[src/rtl/fifo_write_arbiter_if.sv]
// rtl/fifo_write_arbiter_if.sv - requester/FIFO write-side bundle for fifo_write_arbiter
interface fifo_write_arbiter_if #(
    parameter int N_REQ  = 4,
    parameter int DATA_W = 32
);
    localparam int OW = $clog2(N_REQ);

    logic [N_REQ-1:0]        req;
    logic [N_REQ*DATA_W-1:0] req_data;
    logic [N_REQ-1:0]        gnt;
    logic                    fifo_full;
    logic                    fifo_wn;
    logic [DATA_W-1:0]       fifo_din;
    logic [OW-1:0]           owner;
    logic                    busy;

    modport master (
        output req, req_data, fifo_full,
        input  gnt, fifo_wn, fifo_din, owner, busy
    );

    modport slave (
        input  req, req_data, fifo_full,
        output gnt, fifo_wn, fifo_din, owner, busy
    );
endinterface

[src/rtl/fifo_write_arbiter.sv]
// rtl/fifo_write_arbiter.sv - round-robin burst arbiter sharing one FIFO write port
module fifo_write_arbiter #(
    parameter int N_REQ     = 4,
    parameter int DATA_W    = 32,
    parameter int MAX_BURST = 4
) (
    input  logic                  clock,
    input  logic                  reset,
    fifo_write_arbiter_if.slave   bus
);
    localparam int OW = $clog2(N_REQ);
    localparam int CW = $clog2(MAX_BURST) + 1;

    typedef enum logic {IDLE, BURST} state_t;

    state_t          state_q, state_d;
    logic [OW-1:0]   owner_q, owner_d;
    logic [OW-1:0]   rr_ptr_q, rr_ptr_d;
    logic [CW-1:0]   beat_cnt_q, beat_cnt_d;
    logic [OW-1:0]   winner;
    logic [OW-1:0]   idx;
    logic            beat;
    logic            last_beat;

    // Descending scan so the requester closest to rr_ptr is assigned last and wins.
    always_comb begin
        winner = rr_ptr_q;
        idx    = '0;
        for (int i = N_REQ - 1; i >= 0; i--) begin
            idx = rr_ptr_q + OW'(i);
            if (bus.req[idx]) winner = idx;
        end
    end

    assign beat      = (state_q == BURST) && bus.req[owner_q] && !bus.fifo_full;
    assign last_beat = beat && (beat_cnt_q == CW'(MAX_BURST - 1));

    always_comb begin
        state_d    = state_q;
        owner_d    = owner_q;
        rr_ptr_d   = rr_ptr_q;
        beat_cnt_d = beat_cnt_q;
        case (state_q)
            IDLE: begin
                if (|bus.req) begin
                    state_d    = BURST;
                    owner_d    = winner;
                    beat_cnt_d = '0;
                end
            end
            BURST: begin
                if (!bus.req[owner_q] || last_beat) begin
                    state_d  = IDLE;
                    rr_ptr_d = owner_q + OW'(1);
                end else if (beat) begin
                    beat_cnt_d = beat_cnt_q + CW'(1);
                end
            end
            default: state_d = IDLE;
        endcase
    end

    always_ff @(posedge clock) begin
        if (!reset) begin
            state_q    <= IDLE;
            owner_q    <= '0;
            rr_ptr_q   <= '0;
            beat_cnt_q <= '0;
        end else begin
            state_q    <= state_d;
            owner_q    <= owner_d;
            rr_ptr_q   <= rr_ptr_d;
            beat_cnt_q <= beat_cnt_d;
        end
    end

    // Write side is combinational so a full FIFO blocks the write in the same cycle.
    assign bus.fifo_wn  = beat;
    assign bus.fifo_din = beat ? bus.req_data[owner_q*DATA_W +: DATA_W] : '0;
    assign bus.gnt      = beat ? (N_REQ'(1) << owner_q) : '0;
    assign bus.owner    = owner_q;
    assign bus.busy     = (state_q == BURST);
endmodule

[src/flat_wrapper.sv]
// flat-port wrapper written by rule: the top's interface ports become plain ports
module fifo_write_arbiter_flat 
#(
    parameter int N_REQ     = 4,
    parameter int DATA_W    = 32,
    parameter int MAX_BURST = 4
)
  (clock, reset, bus_req, bus_req_data, bus_fifo_full, bus_gnt, bus_fifo_wn, bus_fifo_din, bus_owner, bus_busy);
  fifo_write_arbiter_if #(.N_REQ(N_REQ), .DATA_W(DATA_W)) bus_i ();
  input  logic clock;
  input  logic reset;
  input wire logic [$bits(bus_i.req)-1:0] bus_req;
  input wire logic [$bits(bus_i.req_data)-1:0] bus_req_data;
  input wire logic [$bits(bus_i.fifo_full)-1:0] bus_fifo_full;
  output wire logic [$bits(bus_i.gnt)-1:0] bus_gnt;
  output wire logic [$bits(bus_i.fifo_wn)-1:0] bus_fifo_wn;
  output wire logic [$bits(bus_i.fifo_din)-1:0] bus_fifo_din;
  output wire logic [$bits(bus_i.owner)-1:0] bus_owner;
  output wire logic [$bits(bus_i.busy)-1:0] bus_busy;
  assign bus_i.req = bus_req;
  assign bus_i.req_data = bus_req_data;
  assign bus_i.fifo_full = bus_fifo_full;
  assign bus_gnt = bus_i.gnt;
  assign bus_fifo_wn = bus_i.fifo_wn;
  assign bus_fifo_din = bus_i.fifo_din;
  assign bus_owner = bus_i.owner;
  assign bus_busy = bus_i.busy;
  fifo_write_arbiter #(.N_REQ(N_REQ), .DATA_W(DATA_W), .MAX_BURST(MAX_BURST)) u_core (.clock(clock), .reset(reset), .bus(bus_i));
endmodule
[config.mk]
export PLATFORM = sky130hd
export DESIGN_NAME = fifo_write_arbiter_flat
export DESIGN_NICKNAME = d
export VERILOG_FILES = /design/src/rtl/fifo_write_arbiter_if.sv /design/src/rtl/fifo_write_arbiter.sv /design/src/flat_wrapper.sv
export SDC_FILE = /design/constraint.sdc
export NUM_CORES = 1
export LEC_CHECK = 0
export ABC_AREA = 1
export CORE_ASPECT_RATIO = 1.4
export CORE_MARGIN = 5
export CORE_UTILIZATION = 32
export DETAILED_ROUTE_END_ITERATION = 12
export PLACE_DENSITY = 0.87
export REMOVE_ABC_BUFFERS = 1
export SLEW_MARGIN = 15
export SYNTH_ARGS = -nofsm -noshare
export SYNTH_HDL_FRONTEND = slang
export SYNTH_SLANG_ARGS = --single-unit
[constraint.sdc]
create_clock -name clock -period 4.5 [get_ports clock]
set_input_delay 1.35 -clock clock [delete_from_list [all_inputs] [get_ports clock]]
set_output_delay 1.35 -clock clock [all_outputs]
set_load 0.01 [all_outputs]
==> metrics <==
Post-synth EDFFs=0; FF-to-FF path depth=9; antenna cells=0; worst hold path type=reg -> reg; Worst-Skew Late Latency=0.24 ns; largest net degree at the start of global routing=71; CP endpoint=bus_fifo_din[0]; clk root buf=clkbuf_8; dominant synthesized flop cell=dfxtp_1; max-slew violations=0; first-pass GRT wire length=14400 um; WP data required=3.15 ns; RSZ-0062 raised after global routing=no; Synth Cell Area=0.00175 sq mm; Die X=72.4 um; Die Ht=97.4 um; average wire per cell in the routed design=16.4 um; CTS max path bufs=2; Std-Cell Core Area=0.00524 sq mm; initial core utilization=33.4%; DR iter-0 viols=298; PortBufs=174; via count=3000; CP arrival=2.93 ns; reg2reg setup slack=2.44 ns; final worst-path cycle share=95.0%; run status=finished clean; final WL=9620 um; asr flop ratio synth=0%; fillers=448; Max-slew headroom=51.0%; CP Launch Type=primary input; final setup fails=0; antenna violations before repair=0; total grt overflow=0; Cell variety after synth=21; Rows=31; CTS buffer count=3; IO Count=175; CTS Sinks=8; half-perimeter wire length after placement=7400 um; Worst setup startpoint=bus_req[1]; max-capacitance violation count=0; Antenna Violating Nets Remaining=0; Net count, final=664; CTS tree=yes; RePlAce Congestion=0.890; die area=0.00706 sq mm; Tot Pwr=0.754 mW; 1st-pass router iterations=5; worst r2r dst=u_core.beat_cnt_q[2]; gr usage total=25.6%; Seq cells post-synth=8; worst-margin pin slew=0.731 ns; via density per instance=5.11; Synthesis Warnings=0; Clk pin slew, worst setup/hold paths=0.04 ns; Period minus WS final=4.28 ns; Post-Syn Area per Cell=4.81 sq um; Area Growth Syn to Fin=108%; register area share after synthesis=9.17%; Mapped Cells=363; Remaining DRCs=0; P_leak=2.05 nW; WHS=0.482 ns; CP Max Fanout=38; layout cells sized above 1=2.88%; Placed Cells=584; fmax=0.234 GHz; Setup CP Type=in -> out; H-tree depth=1; Final Non-Filler Cells=587; PwrDens=208 mW/mm^2; vias in the first global route=2696; postcts setup bufs=0; Worst VDD drop=0.195 mV; worst reg2reg startpoint=u_core.bus.owner[1]; Critical Path Sink Type=primary output; endpoints failing hold=0; Clock Skew=0.00367 ns
## registers in the layout, summed over array words and instances (netlist names)
register and flops:
u_core.beat_cnt_q 3, u_core.bus.owner 2, u_core.rr_ptr_q 2, u_core.bus.busy 1
## cells by family after synthesis
group	share of synthesized area [%]
adder cells (fa/ha/maj)	4.30
flip-flops	9.17
AO/OA/AOI/OAI	33.2
AND/OR/NAND/NOR	41.3
buffers and inverters	12.0
## worst max-delay path, cell delays in order
cell and delay (ns):
clkdlybuf4s50_1 0.49, nand2_1 0.06, nand2_1 0.09, nand2_1 0.06, o21ai_2 0.09, nand3_2 0.10
buf_12 0.19, a21oi_1 0.19, dlygate4sd2_1 0.30
## report_power, final
part / switching (mW) / internal [mW]
registers: 0.0119 / 0.0812
logic: 0.311 / 0.261
clock network: 0.0314 / 0.0582
## cell usage after synthesis (6+ instances only)
cell,n,area (sq um)
dfxtp_1,8,160
nor2_1,134,503
clkbuf_1,12,45.0
inv_1,21,78.8
nand2_1,39,146
o21ai_0,72,360
nand3_1,9,45.0
ha_1,6,75.1
a21oi_1,40,200
buf_2,11,55.1
## worst min path at each step
| stage | startpoint | to | slack, ns | cells past startpoint |
|---|---|---|---|---|
| 5_1_grt | u_core.beat_cnt_q[0] | u_core.beat_cnt_q[0] | 0.50 | 1 |
| 3_5_place_dp | u_core.beat_cnt_q[0] | u_core.beat_cnt_q[0] | 0.47 | 1 |
| 4_1_cts | u_core.beat_cnt_q[0] | u_core.beat_cnt_q[0] | 0.48 | 1 |
| 6_report | u_core.beat_cnt_q[0] | u_core.beat_cnt_q[0] | 0.48 | 1 |
| 3_3_place_gp | u_core.beat_cnt_q[0] | u_core.beat_cnt_q[0] | 0.46 | 1 |
| 2_1_floorplan | u_core.beat_cnt_q[0] | u_core.beat_cnt_q[0] | 0.44 | 1 |
## layout by cell type, fill, tap and decap left out
cell and instances:
a21oi_1 40, dfxtp_2 1, a31oi_1 1, inv_1 21, dlymetal6s2s_1 31, buf_12 1
inv_2 1, nand4_1 1, nor2_4 1, o21ai_0 72, nand2_1 39, nand3_1 9
o21ai_2 1, buf_4 6, nor2_1 134, dlygate4sd2_1 6, clkinv_1 1, o21ai_1 1
nand3_2 1, clkdlybuf4s50_1 137, dfxtp_1 7, clkbuf_8 3, ha_1 6
## per-layer routing
metal | GRT usage, % | part of all wire [%]
met3 | 5.69 | 9.2
met2 | 42.0 | 47
met4 | 9.80 | 3.9
met1 | 32.0 | 40
met5 | 0 | 0
## area by class of cell
type / count / area (sq um) / area share [%]
clock buffer: 3 / 41.3 / 1.14
inverter: 23 / 86.3 / 2.38
multi-input combinational: 306 / 1380 / 38.0
sequential: 8 / 161 / 4.45
tap: 66 / 82.6 / 2.28
timing repair buffer: 181 / 1880 / 51.8
## through the flow
| stage | cell area (sq um) | TNS, ns | util (%) | worst slack, ns |
|---|---|---|---|---|
| after floorplan | 1620 | 0 | - | 0.0678 |
| final | 3630 | 0 | 69.2 | 0.224 |
| after global routing | 3630 | 0 | 69.2 | 0.105 |
| after detailed placement | 3510 | -0.127 | 67.1 | -0.0546 |
| after CTS | 3550 | 0 | 67.8 | 0.00226 |
| after global placement | 3510 | -0.133 | 67.1 | -0.0668 |
## what timing repair did
item	CTS	global route
pin swaps	0	0
gates resized for setup	6	31
setup endpoints to repair	6	31
hold buffers	0	0
(Power assumes the default switching activity.)
